===== src/rtl/control_sequencer_if.sv =====
// Control port bundle between the Mini SRC hardwired sequencer and its DataPath.
// master = sequencer side, slave = DataPath (or bench) side.
interface control_sequencer_if;
  logic        w_run;
  logic        w_stop;
  logic [31:0] w_ir;
  logic        w_mem_ready;

  logic        s_PC;
  logic        s_Zlow;
  logic        s_Zhigh;
  logic        s_MDR;
  logic        s_Rout;
  logic [1:0]  w_rsel;

  logic        e_MAR;
  logic        e_PC;
  logic        e_MDR;
  logic        e_IR;
  logic        e_Y;
  logic        e_Z;
  logic        e_HI;
  logic        e_LO;
  logic        e_Rin;

  logic        w_IncPC;
  logic        w_read;
  logic        e_alu;
  logic [5:0]  opcode;
  logic        w_busy;
  logic        w_fault;
  logic [15:0] w_icount;

  modport master (
    input  w_run, w_stop, w_ir, w_mem_ready,
    output s_PC, s_Zlow, s_Zhigh, s_MDR, s_Rout, w_rsel,
    output e_MAR, e_PC, e_MDR, e_IR, e_Y, e_Z, e_HI, e_LO, e_Rin,
    output w_IncPC, w_read, e_alu, opcode, w_busy, w_fault, w_icount
  );

  modport slave (
    output w_run, w_stop, w_ir, w_mem_ready,
    input  s_PC, s_Zlow, s_Zhigh, s_MDR, s_Rout, w_rsel,
    input  e_MAR, e_PC, e_MDR, e_IR, e_Y, e_Z, e_HI, e_LO, e_Rin,
    input  w_IncPC, w_read, e_alu, opcode, w_busy, w_fault, w_icount
  );
endinterface


===== src/rtl/control_sequencer.sv =====
// Hardwired Moore control unit for the Mini SRC datapath: fetch with memory
// handshake, then register-format ALU execute.
//
// state | meaning
// IDLE  | waiting for w_run
// T0    | PC -> MAR, PC+1 -> Z
// T1    | Zlow -> PC
// T2    | memory read, wait for w_mem_ready
// T3    | MDR -> IR
// E1-E4 | execute steps, content depends on op class
// HALT  | illegal opcode or memory timeout, left only by reset
module control_sequencer #(
  parameter int unsigned MAX_WAIT = 15
) (
  input logic                 w_clock,
  input logic                 w_clear,
  control_sequencer_if.master bus
);

  typedef enum logic [3:0] {IDLE, T0, T1, T2, T3, E1, E2, E3, E4, HALT} state_t;

  state_t      state, state_nxt;
  logic [7:0]  wait_cnt, wait_nxt;
  logic        fault, fault_nxt;
  logic [15:0] icount;
  logic        retire;
  logic        alu;

  logic [4:0] op;
  logic       op_bin, op_un, op_md;
  logic       unused_ir;

  assign op        = bus.w_ir[31:27];
  assign op_bin    = (op <= 5'd3) || ((op >= 5'd7) && (op <= 5'd11));
  assign op_un     = (op == 5'd4) || (op == 5'd12);
  assign op_md     = (op == 5'd5) || (op == 5'd6);
  assign unused_ir = ^bus.w_ir[14:0];

  always_ff @(posedge w_clock or negedge w_clear) begin
    if (!w_clear) begin
      state    <= IDLE;
      wait_cnt <= 8'd0;
      fault    <= 1'b0;
      icount   <= 16'd0;
    end else begin
      state    <= state_nxt;
      wait_cnt <= wait_nxt;
      fault    <= fault_nxt;
      if (retire) icount <= icount + 16'd1;
    end
  end

  always_comb begin
    state_nxt = state;
    wait_nxt  = wait_cnt;
    fault_nxt = fault;
    retire    = 1'b0;
    case (state)
      IDLE: if (bus.w_run) state_nxt = T0;
      T0:   state_nxt = T1;
      T1:   state_nxt = T2;
      T2: begin
        if (bus.w_mem_ready) begin
          state_nxt = T3;
          wait_nxt  = 8'd0;
        end else if (wait_cnt == 8'(MAX_WAIT - 1)) begin
          state_nxt = HALT;
          fault_nxt = 1'b1;
          wait_nxt  = 8'd0;
        end else begin
          wait_nxt = wait_cnt + 8'd1;
        end
      end
      T3:   state_nxt = E1;
      E1: begin
        if (!(op_bin || op_un || op_md)) begin
          state_nxt = HALT;
          fault_nxt = 1'b1;
        end else begin
          state_nxt = E2;
        end
      end
      E2:   if (op_un) retire = 1'b1; else state_nxt = E3;
      E3:   if (op_md) state_nxt = E4; else retire = 1'b1;
      E4:   retire = 1'b1;
      HALT: state_nxt = HALT;
      default: state_nxt = IDLE;
    endcase
    if (retire) state_nxt = bus.w_stop ? IDLE : T0;
  end

  always_comb begin
    bus.s_PC    = 1'b0;
    bus.s_Zlow  = 1'b0;
    bus.s_Zhigh = 1'b0;
    bus.s_MDR   = 1'b0;
    bus.s_Rout  = 1'b0;
    bus.w_rsel  = 2'd0;
    bus.e_MAR   = 1'b0;
    bus.e_PC    = 1'b0;
    bus.e_MDR   = 1'b0;
    bus.e_IR    = 1'b0;
    bus.e_Y     = 1'b0;
    bus.e_Z     = 1'b0;
    bus.e_HI    = 1'b0;
    bus.e_LO    = 1'b0;
    bus.e_Rin   = 1'b0;
    bus.w_IncPC = 1'b0;
    bus.w_read  = 1'b0;
    alu         = 1'b0;
    case (state)
      T0: begin
        bus.s_PC    = 1'b1;
        bus.e_MAR   = 1'b1;
        bus.w_IncPC = 1'b1;
        bus.e_Z     = 1'b1;
      end
      T1: begin
        bus.s_Zlow = 1'b1;
        bus.e_PC   = 1'b1;
      end
      T2: begin
        bus.w_read = 1'b1;
        bus.e_MDR  = 1'b1;
      end
      T3: begin
        bus.s_MDR = 1'b1;
        bus.e_IR  = 1'b1;
      end
      // illegal opcodes fall through with nothing enabled
      E1: begin
        if (op_bin || op_md) begin
          bus.s_Rout = 1'b1;
          bus.w_rsel = 2'd2;
          bus.e_Y    = 1'b1;
        end else if (op_un) begin
          bus.s_Rout = 1'b1;
          bus.w_rsel = 2'd2;
          alu        = 1'b1;
          bus.e_Z    = 1'b1;
        end
      end
      E2: begin
        if (op_un) begin
          bus.s_Zlow = 1'b1;
          bus.w_rsel = 2'd1;
          bus.e_Rin  = 1'b1;
        end else begin
          bus.s_Rout = 1'b1;
          bus.w_rsel = 2'd3;
          alu        = 1'b1;
          bus.e_Z    = 1'b1;
        end
      end
      E3: begin
        bus.s_Zlow = 1'b1;
        if (op_md) begin
          bus.e_LO = 1'b1;
        end else begin
          bus.w_rsel = 2'd1;
          bus.e_Rin  = 1'b1;
        end
      end
      E4: begin
        bus.s_Zhigh = 1'b1;
        bus.e_HI    = 1'b1;
      end
      default: ;
    endcase
  end

  assign bus.e_alu    = alu;
  assign bus.opcode   = alu ? {1'b0, op} : 6'd0;
  assign bus.w_busy   = (state != IDLE) && (state != HALT);
  assign bus.w_fault  = fault;
  assign bus.w_icount = icount;

endmodule

===== src/flat_wrapper.sv =====
// flat-port wrapper written by rule: the top's interface ports become plain ports
module control_sequencer_flat 
#(
  parameter int unsigned MAX_WAIT = 15
)
  (w_clock, w_clear, bus_w_run, bus_w_stop, bus_w_ir, bus_w_mem_ready, bus_s_PC, bus_s_Zlow, bus_s_Zhigh, bus_s_MDR, bus_s_Rout, bus_w_rsel, bus_e_MAR, bus_e_PC, bus_e_MDR, bus_e_IR, bus_e_Y, bus_e_Z, bus_e_HI, bus_e_LO, bus_e_Rin, bus_w_IncPC, bus_w_read, bus_e_alu, bus_opcode, bus_w_busy, bus_w_fault, bus_w_icount);
  control_sequencer_if bus_i ();
  input logic w_clock;
  input logic w_clear;
  input wire logic [$bits(bus_i.w_run)-1:0] bus_w_run;
  input wire logic [$bits(bus_i.w_stop)-1:0] bus_w_stop;
  input wire logic [$bits(bus_i.w_ir)-1:0] bus_w_ir;
  input wire logic [$bits(bus_i.w_mem_ready)-1:0] bus_w_mem_ready;
  output wire logic [$bits(bus_i.s_PC)-1:0] bus_s_PC;
  output wire logic [$bits(bus_i.s_Zlow)-1:0] bus_s_Zlow;
  output wire logic [$bits(bus_i.s_Zhigh)-1:0] bus_s_Zhigh;
  output wire logic [$bits(bus_i.s_MDR)-1:0] bus_s_MDR;
  output wire logic [$bits(bus_i.s_Rout)-1:0] bus_s_Rout;
  output wire logic [$bits(bus_i.w_rsel)-1:0] bus_w_rsel;
  output wire logic [$bits(bus_i.e_MAR)-1:0] bus_e_MAR;
  output wire logic [$bits(bus_i.e_PC)-1:0] bus_e_PC;
  output wire logic [$bits(bus_i.e_MDR)-1:0] bus_e_MDR;
  output wire logic [$bits(bus_i.e_IR)-1:0] bus_e_IR;
  output wire logic [$bits(bus_i.e_Y)-1:0] bus_e_Y;
  output wire logic [$bits(bus_i.e_Z)-1:0] bus_e_Z;
  output wire logic [$bits(bus_i.e_HI)-1:0] bus_e_HI;
  output wire logic [$bits(bus_i.e_LO)-1:0] bus_e_LO;
  output wire logic [$bits(bus_i.e_Rin)-1:0] bus_e_Rin;
  output wire logic [$bits(bus_i.w_IncPC)-1:0] bus_w_IncPC;
  output wire logic [$bits(bus_i.w_read)-1:0] bus_w_read;
  output wire logic [$bits(bus_i.e_alu)-1:0] bus_e_alu;
  output wire logic [$bits(bus_i.opcode)-1:0] bus_opcode;
  output wire logic [$bits(bus_i.w_busy)-1:0] bus_w_busy;
  output wire logic [$bits(bus_i.w_fault)-1:0] bus_w_fault;
  output wire logic [$bits(bus_i.w_icount)-1:0] bus_w_icount;
  assign bus_i.w_run = bus_w_run;
  assign bus_i.w_stop = bus_w_stop;
  assign bus_i.w_ir = bus_w_ir;
  assign bus_i.w_mem_ready = bus_w_mem_ready;
  assign bus_s_PC = bus_i.s_PC;
  assign bus_s_Zlow = bus_i.s_Zlow;
  assign bus_s_Zhigh = bus_i.s_Zhigh;
  assign bus_s_MDR = bus_i.s_MDR;
  assign bus_s_Rout = bus_i.s_Rout;
  assign bus_w_rsel = bus_i.w_rsel;
  assign bus_e_MAR = bus_i.e_MAR;
  assign bus_e_PC = bus_i.e_PC;
  assign bus_e_MDR = bus_i.e_MDR;
  assign bus_e_IR = bus_i.e_IR;
  assign bus_e_Y = bus_i.e_Y;
  assign bus_e_Z = bus_i.e_Z;
  assign bus_e_HI = bus_i.e_HI;
  assign bus_e_LO = bus_i.e_LO;
  assign bus_e_Rin = bus_i.e_Rin;
  assign bus_w_IncPC = bus_i.w_IncPC;
  assign bus_w_read = bus_i.w_read;
  assign bus_e_alu = bus_i.e_alu;
  assign bus_opcode = bus_i.opcode;
  assign bus_w_busy = bus_i.w_busy;
  assign bus_w_fault = bus_i.w_fault;
  assign bus_w_icount = bus_i.w_icount;
  control_sequencer #(.MAX_WAIT(MAX_WAIT)) u_core (.w_clock(w_clock), .w_clear(w_clear), .bus(bus_i));
endmodule

===== config.mk =====
export PLATFORM = sky130hd
export DESIGN_NAME = control_sequencer_flat
export DESIGN_NICKNAME = d
export VERILOG_FILES = /design/src/rtl/control_sequencer_if.sv /design/src/rtl/control_sequencer.sv /design/src/flat_wrapper.sv
export SDC_FILE = /design/constraint.sdc
export NUM_CORES = 1
export LEC_CHECK = 0
export ABC_AREA = 1
export CAP_MARGIN = 10
export CORE_ASPECT_RATIO = 0.8
export CORE_MARGIN = 3
export CORE_UTILIZATION = 47
export CTS_CLUSTER_DIAMETER = 50
export CTS_CLUSTER_SIZE = 10
export DETAILED_ROUTE_END_ITERATION = 7
export MAX_ROUTING_LAYER = met4
export PLACE_DENSITY_LB_ADDON = 0.1
export RECOVER_POWER = 100
export SETUP_SLACK_MARGIN = 0.2
export SYNTH_ARGS = -nofsm -noshare
export SYNTH_HDL_FRONTEND = slang
export SYNTH_SLANG_ARGS = --single-unit

===== constraint.sdc =====
create_clock -name w_clock -period 2.9 [get_ports w_clock]
set_clock_uncertainty 0.15 [all_clocks]
set_input_delay 0.87 -clock w_clock [delete_from_list [all_inputs] [get_ports w_clock]]
set_output_delay 0.87 -clock w_clock [all_outputs]
set_load 0.005 [all_outputs]

== Word-level counts from Yosys, hierarchy flattened ==
Index checks and enable logic that the tools add are counted.
Operators by class
  add/sub/neg operators: 2
  $lt $le $gt $ge: 3
  equal/unequal tests: 23
  mux-type cells: 41
  reductions and logical operators: 14
Operators by type and width (number)
  one-hot mux 4 bit (10 select lines): 1
  2-to-1 mux 4 bit: 7
  2-to-1 mux 1 bit: 19
  adder 16 x 1 -> 16 bit (second input constant): 1
  equality test 4 x 3 -> 1 bit (second input constant): 4
  2-to-1 mux 8 bit: 2
  equality test 5 x 3 -> 1 bit (second input constant): 3
  one-hot mux 1 bit (2 select lines): 5
  adder 8 x 1 -> 8 bit (second input constant): 1
  equality test 4 x 2 -> 1 bit (second input constant): 2
  equality test 4 bit (second input constant): 2
  equality test 8 x 4 -> 1 bit (second input constant): 1
  logical OR 1 bit: 6
  2-to-1 mux 2 bit: 3
  inequality test 3 x 2 -> 1 bit (second input constant): 2
  one-hot mux 1 bit (3 select lines): 2
  one-hot mux 2 bit (3 select lines): 1
  equality test 5 x 4 -> 1 bit (second input constant): 1
  >= comparator 5 x 3 -> 1 bit (second input constant): 1
  less-or-equal comparator 5 x 2 -> 1 bit (second input constant): 1
  less-or-equal comparator 5 x 4 -> 1 bit (second input constant): 1
  2-to-1 mux 5 bit: 1
  AND reduction 5 bit: 1
  equality test 4 x 1 -> 1 bit (second input constant): 1
  other kinds (11): 14
Storage, ports and cells
  register bits after elaboration: 29
  input port bits: 37
  output and inout port bits: 43
  word-level logic and storage cells: 87

== Depth between registers and ports, before layout ==
Gate-level depths: netlist of run 1.
  depth in word-level cells: 8
  depth in mapped cells: 10
  gate-level depth less buffers: 10

== Least setup slack after synthesis of run 1 ==
Ideal clock, no wire load.
  path kind: in2out
  from: input bus_w_ir[31]
  to: output bus_e_Z
  arrival time: 1.611 ns
  required time: 1.880 ns
  path slack: 0.269 ns
  stages on the path: 6
  buffers on the path: 0
  cell sequence: inv_1 > nand2_1 > o21ai_0 > nand2_1 > inv_1 > o21ai_0
Between the ends
  cells in the longest elaborated chain, start to end: 6
  elaborated cells on any way between the ends: 16
  classes of those cells: order compare (3); eq/ne (4); mux (4); reduce/logical (5)
RTL lines
  from (decl): line flat_wrapper.sv:12  | input wire logic [$bits(bus_i.w_ir)-1:0] bus_w_ir;
  >= comparator 5 x 3 -> 1 bit or less-or-equal comparator 5 x 4 -> 1 bit (tied branches): line control_sequencer.sv:34  | assign op_bin = (op <= 5'd3) || ((op >= 5'd7) && (op <= 5'd11));
  logical AND 1 bit: line control_sequencer.sv:34
  logical OR 1 bit: line control_sequencer.sv:34
  logical OR 1 bit: line control_sequencer.sv:132  | if (op_bin || op_md) begin
  2-to-1 mux 1 bit: line control_sequencer.sv:132
  one-hot mux 1 bit (3 select lines) *: line control_sequencer.sv:111  | case (state)
  to (decl): line flat_wrapper.sv:25  | output wire logic [$bits(bus_i.e_Z)-1:0] bus_e_Z;
Every way passes the cells marked *; elsewhere a longest branch is shown, timed or not.

== Final worst setup path of run 1 ==
  from: input bus_w_ir[27]
  to: register u_core.state[1]
Between the ends
  cells in the longest elaborated chain, start to end: 8
  elaborated cells on any way between the ends: 25
  classes of those cells: order compare (3); eq/ne (9); mux (6); reduce/logical (7)
RTL lines
  >= comparator 5 x 3 -> 1 bit or less-or-equal comparator 5 x 4 -> 1 bit (tied branches): line control_sequencer.sv:34
  logical AND 1 bit: line control_sequencer.sv:34
  logical OR 1 bit: line control_sequencer.sv:34
  logical OR 1 bit (2 in a row): line control_sequencer.sv:76  | if (!(op_bin || op_un || op_md)) begin
  2-to-1 mux 4 bit: line control_sequencer.sv:76
  one-hot mux 4 bit (10 select lines): line control_sequencer.sv:58  | case (state)
  2-to-1 mux 4 bit: line control_sequencer.sv:89  | if (retire) state_nxt = bus.w_stop ? IDLE : T0;
  to (signal assigned): line control_sequencer.sv:46  | state <= state_nxt;
  to (decl): line control_sequencer.sv:22  | state_t state, state_nxt;
Parallel ways exist; a longest one is shown, timed or not.
A chain may end at the register's enable or synchronous reset.

==> metrics.yaml, run 1 <==
avgRoutedWirePerCell_um: 16.66
ys_top_cells_by_area: "dfrtp_1 36%, nand2_1 16%, inv_1 7.7%, nor2_1 6.4%, o21ai_0 5.3%"
synthesis.area_mm2: 0.001993
grt_start_max_net_pins: 30
syn_avg_cell_area_um2: 6.826
status: "complete, no violations"
syn_to_final_growth_pct: 54.80
preCtsSetupSlack_ns: -0.6612
cp-start-kind: "primary input"
syn_inst: 292
ir_worst_vdd_v: 0.0003514
critPathKind: "in -> reg"
grt_pass1_wl_um: 10560
nFillCells: 275
clock_sinks: 29
p_leak_nw: 1.551
finalWorstSetupSlack_ns: 0.04230
fp.dieW_um: 78.81
track_usage_pct: 27.47
critPathBufInv: 15
die_y_um: 64.25
setup_viol: 0
ant_nets: 0
num_vias: 2448
ys_seq_elements: 29
hold_viol: 0
maxCapViolCount: 0
cts_htree_levels: 2
multiInputGateArea_mm2: 0.001166
rsz0062_at_grt: "yes"
drt_iter0_drc: 172
met1_length_um: 2985
setup_tns_ns: 0
grt_overflow: 0
viasPerCell: 5.576
drive_gt1_share_pct: 27.60
finalCritPeriodShare_pct: 98.54
synth_nets: 332
dpl.hpwl_um: 3945
drc_errors: 0
total_power_mw: 2.186
dieArea_mm2: 0.005063
port_buffers: 51
clkTransAtPathRegs_ns: 0.07
min_path_cells: 2
synth_ff_type: "dfrtp_1"
synthDistinctLibCells: 28
crit_slowest_cell: "a31oi_4"
cp.arrival_ns: 2.92
hold_path_class: "reg -> reg"
fin_util_pct: 78.54
critPathRequiredTime_ns: 2.96
yosysTopAreaCellShare_pct: 36.41
cts_buffer_depth: 2
synth_enable_flop_cells: 0
gp_routability_congestion: 0.9197
relSlewSlack_pct: 50.70
yosysMostFrequentCell: "nand2_1"
crit_family: "buffers and inverters"
numCtsBuffers: 5
powerDensity_mw_per_mm2: 708.4
fmax_mhz: 349.9
reg2reg_depth: 20
antenna_found_initial: 0
highest_layer: "met4"
antenna_cells: 0
routed-wl-met3_um: 515
worst_slew_pin_slew_ns: 0.7395
ioPinCount: 80
grt_pass1_vias: 2271
crit_fanout: 3
layout.nets: 423
cts_tree: "done"
period_needed_ns: 2.858
critPathMaxStageDelay_ns: 0.13
synth_warnings: 0
drt_first_pass_iters: 5
synth_common_cells: "84 x nand2_1, 41 x inv_1, 34 x nor2_1, 29 x dfrtp_1, 21 x o21ai_0"
async_flop_share_pct: 100.0
cpMostUsedCell: "buf_6"
cts_root_buf: "clkbuf_8"
critPathCaptureType: "register"
wirelength_um: 7315
cp.depth: 21
start_util_pct: 50.73
slew_violations: 0
core_area_mm2: 0.003929
rows: 20
yosysTopAreaCell: "dfrtp_1"
met2_length_um: 3424
worstPathCellList: "buf_8 > inv_4 > nand2_4 > buf_6 > a31oi_4 > nand2_2 > buf_6 > buf_6 > buf_6 > buf_6 > buf_6 > buf_6 > buf_6 > buf_6 > buf_6 > buf_6 > buf_6 > buf_6 > nand2_4 > nand2_2 > nand2_1"
clk_latency_ns: 0.29
yosysSeqAreaShare_pct: 36.41
final-seq-area_um2: 726.9
-- path summary, 6_finish.rpt --
check	from	endpoint	slack, ns
hold / removal	u_core.bus.w_fault$_DFFE_PN0P_	u_core.bus.w_fault$_DFFE_PN0P_	0.33
max in group asynchronous	w_clear	u_core.state[2]$_DFFE_PN0P_	1.07
hold reg to reg	u_core.bus.w_fault$_DFFE_PN0P_	u_core.bus.w_fault$_DFFE_PN0P_	0.33
min in group asynchronous	w_clear	u_core.wait_cnt[4]$_DFFE_PN0P_	1.01
setup / recovery	bus_w_ir[27]	u_core.state[1]$_DFFE_PN0P_	0.04
setup reg to reg	u_core.state[3]$_DFFE_PN0P_	u_core.state[1]$_DFFE_PN0P_	0.17
-- routing by layer --
metal	vias up	track usage [%]
met5	-	-
met4	0	11.57
met3	38	5.070
met2	149	43.11
met1	1157	34.85
li1	1104	-
-- final cells by class --
type / instances / share of cell area, %
clock buffers: 7 / 2.798
well taps: 55 / 2.230
clock inverters: 1 / 0.9732
flip-flops and latches: 29 / 23.56
repair buffers: 93 / 26.89
inverters: 44 / 5.758
multi-input cells: 210 / 37.79
-- state kept, by name, summed over array words and instances, names as in the netlist --
register,cells
u_core.state,4
u_core.bus.w_fault,1
u_core.wait_cnt,8
u_core.bus.w_icount,16
-- report_power, final --
part,switching (mW),internal (mW)
logic,0.659,0.465
clock network,0.165,0.280
registers,0.112,0.505
-- cells by family after synthesis --
| kind of cell | synth area share, % |
|---|---|
| simple gates | 37.29 |
| buf+inv | 12.05 |
| compound gates | 8.663 |
| flops | 36.41 |
| xor+xnor | 3.516 |
| fa+ha+maj | 1.883 |
| other cells | 0.1881 |
-- stage by stage --
stage                     hold WS [ns]  cell area (um^2)  instances
after floorplan                 0.3070              1993        292
after global placement          0.3029              2660        409
after detailed placement        0.3110              2660        409
after CTS                       0.3353              3013        437
after global routing            0.3678              3085        439
final                           0.3316              3085        439
-- worst reg2reg max path, stage by stage (launching register included) --
cell and delay (ns):
dfrtp_1 0.41, buf_4 0.15, nor2_1 0.14, nand2_1 0.10, inv_1 0.14, nand2_2 0.10, buf_6 0.13, buf_6 0.10
buf_6 0.10, buf_6 0.10, buf_6 0.11, buf_6 0.11, buf_6 0.11, buf_6 0.11, buf_6 0.11, buf_6 0.10
buf_6 0.10, buf_6 0.12, nand2_4 0.05, nand2_2 0.05, nand2_1 0.07
-- placed cells by master (no fill, tap or decap), types with 2 or more instances in the layout --
cell type,count
o22ai_1,3
inv_2,4
clkdlybuf4s50_1,10
xor2_1,7
buf_6,23
nor3_1,9
dlygate4sd3_1,20
buf_4,18
nor3_4,2
nor2_1,23
a31oi_1,2
clkbuf_8,6
nand3b_1,2
dfrtp_1,28
nand3_1,19
clkbuf_2,3
nor2_2,6
a21oi_1,4
ha_1,3
inv_4,2
nand4_1,7
nor2_4,7
nand2_1,74
clkbuf_1,5
buf_2,10
nand2_2,9
inv_1,37
nand2_4,5
o21ai_0,20
-- timing repair --
item                       4_1_cts  5_1_grt
pin swaps                       16       11
resized for setup              122       35
hold buffers                     0        0
setup endpoints to repair       21       26
hold endpoints to repair         0        0
buffers inserted                20        2
Note: power is estimated with default switching activity, not from simulation.
==> run 2: changes to the inputs <==
--- a/config.mk
+++ b/config.mk
@@ -6,16 +6,13 @@
 export NUM_CORES = 1
 export LEC_CHECK = 0
 export ABC_AREA = 1
-export CAP_MARGIN = 10
 export CORE_ASPECT_RATIO = 0.8
 export CORE_MARGIN = 3
 export CORE_UTILIZATION = 47
 export CTS_CLUSTER_DIAMETER = 50
 export CTS_CLUSTER_SIZE = 10
 export DETAILED_ROUTE_END_ITERATION = 7
-export MAX_ROUTING_LAYER = met4
 export PLACE_DENSITY_LB_ADDON = 0.1
-export RECOVER_POWER = 100
 export SETUP_SLACK_MARGIN = 0.2
 export SYNTH_ARGS = -nofsm -noshare
 export SYNTH_HDL_FRONTEND = slang
==> metrics.yaml, run 2 (synthesis results as in run 1) <==
mostFrequentLayoutCell: "nand2_1"
antenna_found_initial: 0  # unchanged
powerDensity_mw_per_mm2: 711.2  # +0.40%
fin_util_pct: 79.90  # +1.4 points
finalWorstSetupSlack_ns: 0.03976  # -0.002535 ns
multiInputGateArea_mm2: 0.001194  # +2.4%
critPathKind: "in -> reg"
grt_pass1_wl_um: 10540  # -0.20%
gp_routability_congestion: 0.9041  # -1.7%
holdBufCountCts: 0  # unchanged
finalCritPeriodShare_pct: 98.63  # about the same
cp.arrival_ns: 2.93  # about the same
status: "complete, no violations"
ir_worst_vdd_v: 0.0003580  # +1.9%
cts_root_buf: "clkbuf_8"
rrSetupSlack_ns: 0.20  # +0.03 ns
dpl-instance-area_mm2: 0.002660  # unchanged
min_path_cells: 2  # unchanged
die_y_um: 64.25  # unchanged
antenna_cells: 0  # unchanged
fmax_mhz: 349.6  # about the same
cpMostUsedCell: "buf_6"
period_needed_ns: 2.860  # +0.002534 ns
critPathMaxStageDelay_ns: 0.13  # about the same
rsz0062_at_grt: "yes"
drive_gt1_share_pct: 29.95  # +2.3 points
worst_slew_pin_slew_ns: 0.5624  # -0.1771 ns
ioPinCount: 80  # unchanged
avgRoutedWirePerCell_um: 16.39  # -1.6%
clkTransAtPathRegs_ns: 0.07  # about the same
cell_internal_pwr_mw: 1.289  # +3.1%
drt_first_pass_iters: 4  # -1
power_frac_seq_pct: 27.5  # -0.7 points
slew_violations: 0  # unchanged
numCtsBuffers: 5  # unchanged
worstPathCellList: "buf_6 > inv_4 > nand2_4 > buf_6 > a31oi_4 > nand2_2 > buf_6 > buf_6 > buf_6 > buf_6 > buf_6 > buf_6 > buf_6 > buf_6 > buf_6 > buf_6 > buf_6 > buf_6 > nand2_4 > nand2_2 > nand2_1"
switchingPower_uw: 944.0  # +0.91%
maxCapViolCount: 0  # unchanged
preCtsSetupSlack_ns: -0.6612  # unchanged
hold_path_class: "reg -> reg"
layout.nets: 423  # unchanged
core_area_mm2: 0.003929  # unchanged
nFillCells: 266  # -3.3%
stdcell_count: 439  # unchanged
reg2reg_to: "u_core.state[1]$_DFFE_PN0P_"
grt_start_max_net_pins: 30  # unchanged
critPathCaptureType: "register"
drc_errors: 0  # unchanged
design_area_mm2: 0.003139  # +1.7%
rows: 20  # unchanged
crit_fanout: 3  # unchanged
final_cell_mix: "74 x nand2_1, 36 x inv_1, 30 x clkdlybuf4s50_1, 28 x dfrtp_1, 24 x buf_6"
clock_power_share_pct: 20.0  # -0.4 points
grt_overflow: 0  # unchanged
crit_family: "buffers and inverters"
setup_tns_ns: 0  # unchanged
hold_path_end: "u_core.bus.w_fault$_DFFE_PN0P_"
cts_htree_levels: 2  # unchanged
viasPerCell: 5.478  # -1.8%
crit_slowest_cell: "a31oi_4"
hold_viol: 0  # unchanged
syn_to_final_growth_pct: 57.50
critPathBufInv: 15  # unchanged
clock_sinks: 29  # unchanged
drt_iter0_drc: 217  # +26%
num_vias: 2405  # -1.8%
cts_tree: "done"
reg2reg_depth: 20  # unchanged
hp-start: "u_core.bus.w_fault$_DFFE_PN0P_"
total_power_mw: 2.233  # +2.2%
dpl.hpwl_um: 3945  # unchanged
crit-reg2reg-launch: "u_core.state[3]$_DFFE_PN0P_"
cts_buffer_depth: 2  # unchanged
cp-start-kind: "primary input"
critPathRequiredTime_ns: 2.97  # about the same
track_usage_pct: 26.67  # -0.80 points
largest_register_ffs: 16  # unchanged
swShare_pct: 42.28  # -0.52 points
hold_slack_ns: 0.3377  # +0.006111 ns
p_leak_nw: 1.529  # -1.4%
final-seq-area_um2: 726.9  # unchanged
wirelength_um: 7197  # -1.6%
relSlewSlack_pct: 62.22  # +12 points
dieArea_mm2: 0.005063  # unchanged
fp.dieW_um: 78.81  # unchanged
setup_viol: 0  # unchanged
clk_latency_ns: 0.29  # about the same
ant_nets: 0  # unchanged
start_util_pct: 50.73  # unchanged
port_buffers: 51  # unchanged
power_frac_comb_pct: 52.5  # +1.1 points
dp_cells: 409  # unchanged
grt_pass1_vias: 2273  # +0.088%
==> run 2: changes by cell type in the layout (fill, tap and decap cells not counted), sizes merged <==
| cell | change |
|---|---|
| clkdlybuf4s50 | +20 |
| clkbuf | -7 |
| dlygate4sd3 | -20 |
| buf | +7 |
==> run 2: worst max-delay path by stage <==
| stage | startpoint | slack [ns] | depth (start not counted) | to |
|---|---|---|---|---|
| 6_report | bus_w_ir[28] | 0.04 | 21 | u_core.state[1]$_DFFE_PN0P_ |
| 5_1_grt | bus_w_ir[28] | -0.01 | 10 | bus_e_Z |
| 3_5_place_dp | bus_w_ir[27] | -0.66 | 8 | bus_e_Z |
| 3_3_place_gp | bus_w_ir[28] | -0.63 | 8 | bus_e_Z |
| 4_1_cts | bus_w_ir[27] | 0.13 | 9 | bus_e_Y |
| 2_1_floorplan | bus_w_ir[31] | 0.27 | 6 | bus_e_Z |
==> run 2: what timing repair did <==
action	CTS	global route
endpoints found under the setup margin	21	26
gates resized for setup	122	36
setup buffers	20	2
pin swaps	16	11
==> run 2: per-layer routing <==
layer  wire length, um  global-route usage (%)  vias to the layer above
met3               461                   6.197                       30
met1              3029                   34.06                     1167
met2              3415                   43.01                      100
li1                  -                       -                     1108
met5                 0                       0                        -
met4               290                   11.57                        0
==> run 2: power by group through the flow <==
| stage | Sequential (mW) | Combinational, mW | Clock, mW |
|---|---|---|---|
| floorplan | 0.599 | 0.571 | 0 |
| global placement | 0.618 | 0.947 | 0 |
| detailed placement | 0.621 | 0.963 | 0 |
| CTS | 0.618 | 1.03 | 0.446 |
| global route | 0.625 | 1.27 | 0.468 |
| finish | 0.615 | 1.17 | 0.446 |
==> run 2: final cells by class <==
type,count,area share (%)
sequential,29,23.16
multi-input combinational,210,38.02
clock inverter,1,0.9566
inverter,44,5.660
timing repair buffer,93,27.26
clock buffer,7,2.750
tap,55,2.192
==> run 2: worst min-delay path, stage by stage, from the launching register on <==
cell	delay, ns
dfrtp_1	0.35
inv_1	0.04
nand2_1	0.06
==> run 3: changes to the inputs <==
--- a/config.mk
+++ b/config.mk
@@ -12,7 +12,7 @@
 export CTS_CLUSTER_DIAMETER = 50
 export CTS_CLUSTER_SIZE = 10
 export DETAILED_ROUTE_END_ITERATION = 7
-export PLACE_DENSITY_LB_ADDON = 0.1
+export PLACE_DENSITY = 0.95
 export SETUP_SLACK_MARGIN = 0.2
 export SYNTH_ARGS = -nofsm -noshare
 export SYNTH_HDL_FRONTEND = slang
==> metrics.yaml, run 3 (synthesis results as in run 1) <==
finalWorstSetupSlack_ns: -0.02832  # -0.06808 ns
finalCritPeriodShare_pct: 101.0  # +2.3 points
cts_buffer_depth: 2  # unchanged
numCtsBuffers: 5  # unchanged
cp.arrival_ns: 1.91  # -1.02 ns
status: "complete, but fails checks"
dieArea_mm2: 0.005063  # unchanged
period_needed_ns: 2.928  # +0.06808 ns
layout.nets: 422  # -0.24%
antenna_found_initial: 0  # unchanged
gp_routability_congestion: 0.9142  # +1.1%
antenna_cells: 0  # unchanged
port_buffers: 51  # unchanged
clk_latency_ns: 0.29  # about the same
hold_viol: 0  # unchanged
cts_tree: "done"
worstPathCellList: "buf_8 > clkinv_4 > nand2_4 > buf_4 > nor2_4 > nand2_2 > nand2_4 > inv_8 > nor2_1 > buf_2"
crit_family: "simple AND/OR/NAND/NOR gates"
design_area_mm2: 0.003122  # -0.56%
hold_slack_ns: 0.3678  # +0.03017 ns
critPathKind: "in -> out"
slew_violations: 0  # unchanged
start_util_pct: 50.73  # unchanged
critPathCaptureType: "output port"
grt_start_max_net_pins: 30  # unchanged
drive_gt1_share_pct: 30.37  # +0.42 points
wirelength_um: 9045  # +26%
reg2reg_to: "u_core.state[1]$_DFFE_PN0P_"
setup_viol: 3  # +3
hold_path_class: "reg -> reg"
worst_slew_pin_slew_ns: 0.8366  # +0.2742 ns
ioPinCount: 80  # unchanged
fmax_mhz: 341.5  # -2.3%
reg2reg_depth: 20  # unchanged
setup_tns_ns: -0.04221  # -0.04221 ns
drc_errors: 42  # +42
core_area_mm2: 0.003929  # unchanged
failed_checks: "DRC, setup timing"
rrSetupSlack_ns: 0.10  # -0.10 ns
final_cell_mix: "72 x nand2_1, 35 x inv_1, 32 x clkdlybuf4s50_1, 29 x dfrtp_1, 25 x buf_4"
p_leak_nw: 1.513  # -1.1%
critPathRequiredTime_ns: 1.88  # -1.09 ns
ir_worst_vdd_v: 0.0006312  # +76%
syn_to_final_growth_pct: 56.62
drt_iter0_drc: 627  # +190%
fp.dieW_um: 78.81  # unchanged
maxCapViolCount: 0  # unchanged
cts_htree_levels: 2  # unchanged
dpl-instance-area_mm2: 0.002640  # -0.75%
grt_pass1_wl_um: 12240  # +16%
viasPerCell: 6.160  # +12%
num_vias: 2692  # +12%
critPathMaxStageDelay_ns: 0.15  # +0.02 ns
cp-start-kind: "primary input"
crit-reg2reg-launch: "u_core.state[3]$_DFFE_PN0P_"
hold_path_end: "u_core.bus.w_fault$_DFFE_PN0P_"
cpMostUsedCell: "nand2_4"
hp-start: "u_core.bus.w_fault$_DFFE_PN0P_"
die_y_um: 64.25  # unchanged
dpl.hpwl_um: 4246  # +7.6%
clock_sinks: 29  # unchanged
track_usage_pct: 31.90  # +5.2 points
crit_slowest_cell: "buf_4"
largest_register_ffs: 16  # unchanged
clkTransAtPathRegs_ns: 0.06  # about the same
grt_pass1_vias: 2472  # +8.8%
rsz0062_at_grt: "yes"
avgRoutedWirePerCell_um: 20.70  # +26%
powerDensity_mw_per_mm2: 721.1  # +1.4%
mostFrequentLayoutCell: "nand2_1"
rows: 20  # unchanged
ant_nets: 0  # unchanged
critPathBufInv: 5  # -10
cp.depth: 10  # -52%
relSlewSlack_pct: 43.80  # -18 points
drt_first_pass_iters: 8  # +4
grt_overflow: 0  # unchanged
crit_fanout: 6  # +3
min_path_cells: 2  # unchanged
cts_root_buf: "clkbuf_8"
run 3: cell count changes in the layout (fill, tap and decap cells not counted), moves of 2 or more:
| cell | change |
|---|---|
| nor2_4 | +5 |
| clkdlybuf4s50_1 | +2 |
| nor2_2 | -6 |
| buf_4 | +6 |
| buf_6 | -6 |
| nand2_1 | -2 |
run 3: worst reg2reg max path, cell delays in order (launching register included):
cell and delay [ns]:
dfrtp_1 0.39, buf_4 0.16, nor2_2 0.19, nand2_1 0.12, inv_1 0.15, nand2_2 0.09
buf_6 0.12, buf_6 0.10, buf_6 0.10, buf_6 0.10, buf_6 0.10, buf_6 0.10
buf_6 0.10, buf_6 0.10, buf_6 0.11, buf_6 0.11, buf_6 0.10, buf_6 0.12
nand2_2 0.06, nand2_1 0.07, nand2_1 0.09
run 3: stage by stage:
step                      std cells  utilization [%]  power (mW)  worst slack, ns
final                           437            79.46       2.251         -0.02832
after global routing            437            79.46       2.339         -0.03816
after CTS                       435            75.38       1.994           0.1406
after detailed placement        408            67.20       1.578          -0.6659
after global placement          408            67.20       1.531          -0.6191
after floorplan                 292                -       1.170           0.2691
run 3: power by group:
group	internal (mW)	total, mW	switching [mW]
registers	0.504	0.632	0.128
clock network	0.188	0.337	0.149
logic	0.523	1.28	0.760
run 3: how the worst max path moves through the flow:
stage	startpoint	end	slack (ns)
2_1_floorplan	bus_w_ir[31]	bus_e_Z	0.27
3_3_place_gp	bus_w_ir[28]	bus_e_Z	-0.62
3_5_place_dp	bus_w_ir[28]	bus_e_Z	-0.67
4_1_cts	bus_w_ir[27]	u_core.state[2]$_DFFE_PN0P_	0.14
5_1_grt	bus_w_ir[27]	bus_opcode[3]	-0.04
6_report	bus_w_ir[28]	bus_opcode[2]	-0.03
run 3: layout make-up:
cell class                 count  area (um^2)
inverter                      44        187.7
multi-input combinational    210         1237
fill                         217        807.0
tap                           55        68.82
clock buffer                   7        86.33
timing repair buffer          92        815.8
sequential                    29        725.7
run 3: per-layer routing:
| layer | track usage [%] | up-vias | wire, um |
|---|---|---|---|
| met3 | 10.28 | 102 | 1076 |
| met4 | 21.62 | 0 | 899 |
| met5 | 0 | - | 0 |
| met2 | 51.06 | 280 | 3839 |
| li1 | - | 1106 | - |
| met1 | 36.19 | 1204 | 3229 |
run 3: timing repair:
item | in CTS | in global routing
setup endpoints to repair | 20 | 26
pin swaps | 13 | 11
gates resized for setup | 124 | 44
hold buffers | 0 | 0
setup buffers | 20 | 2
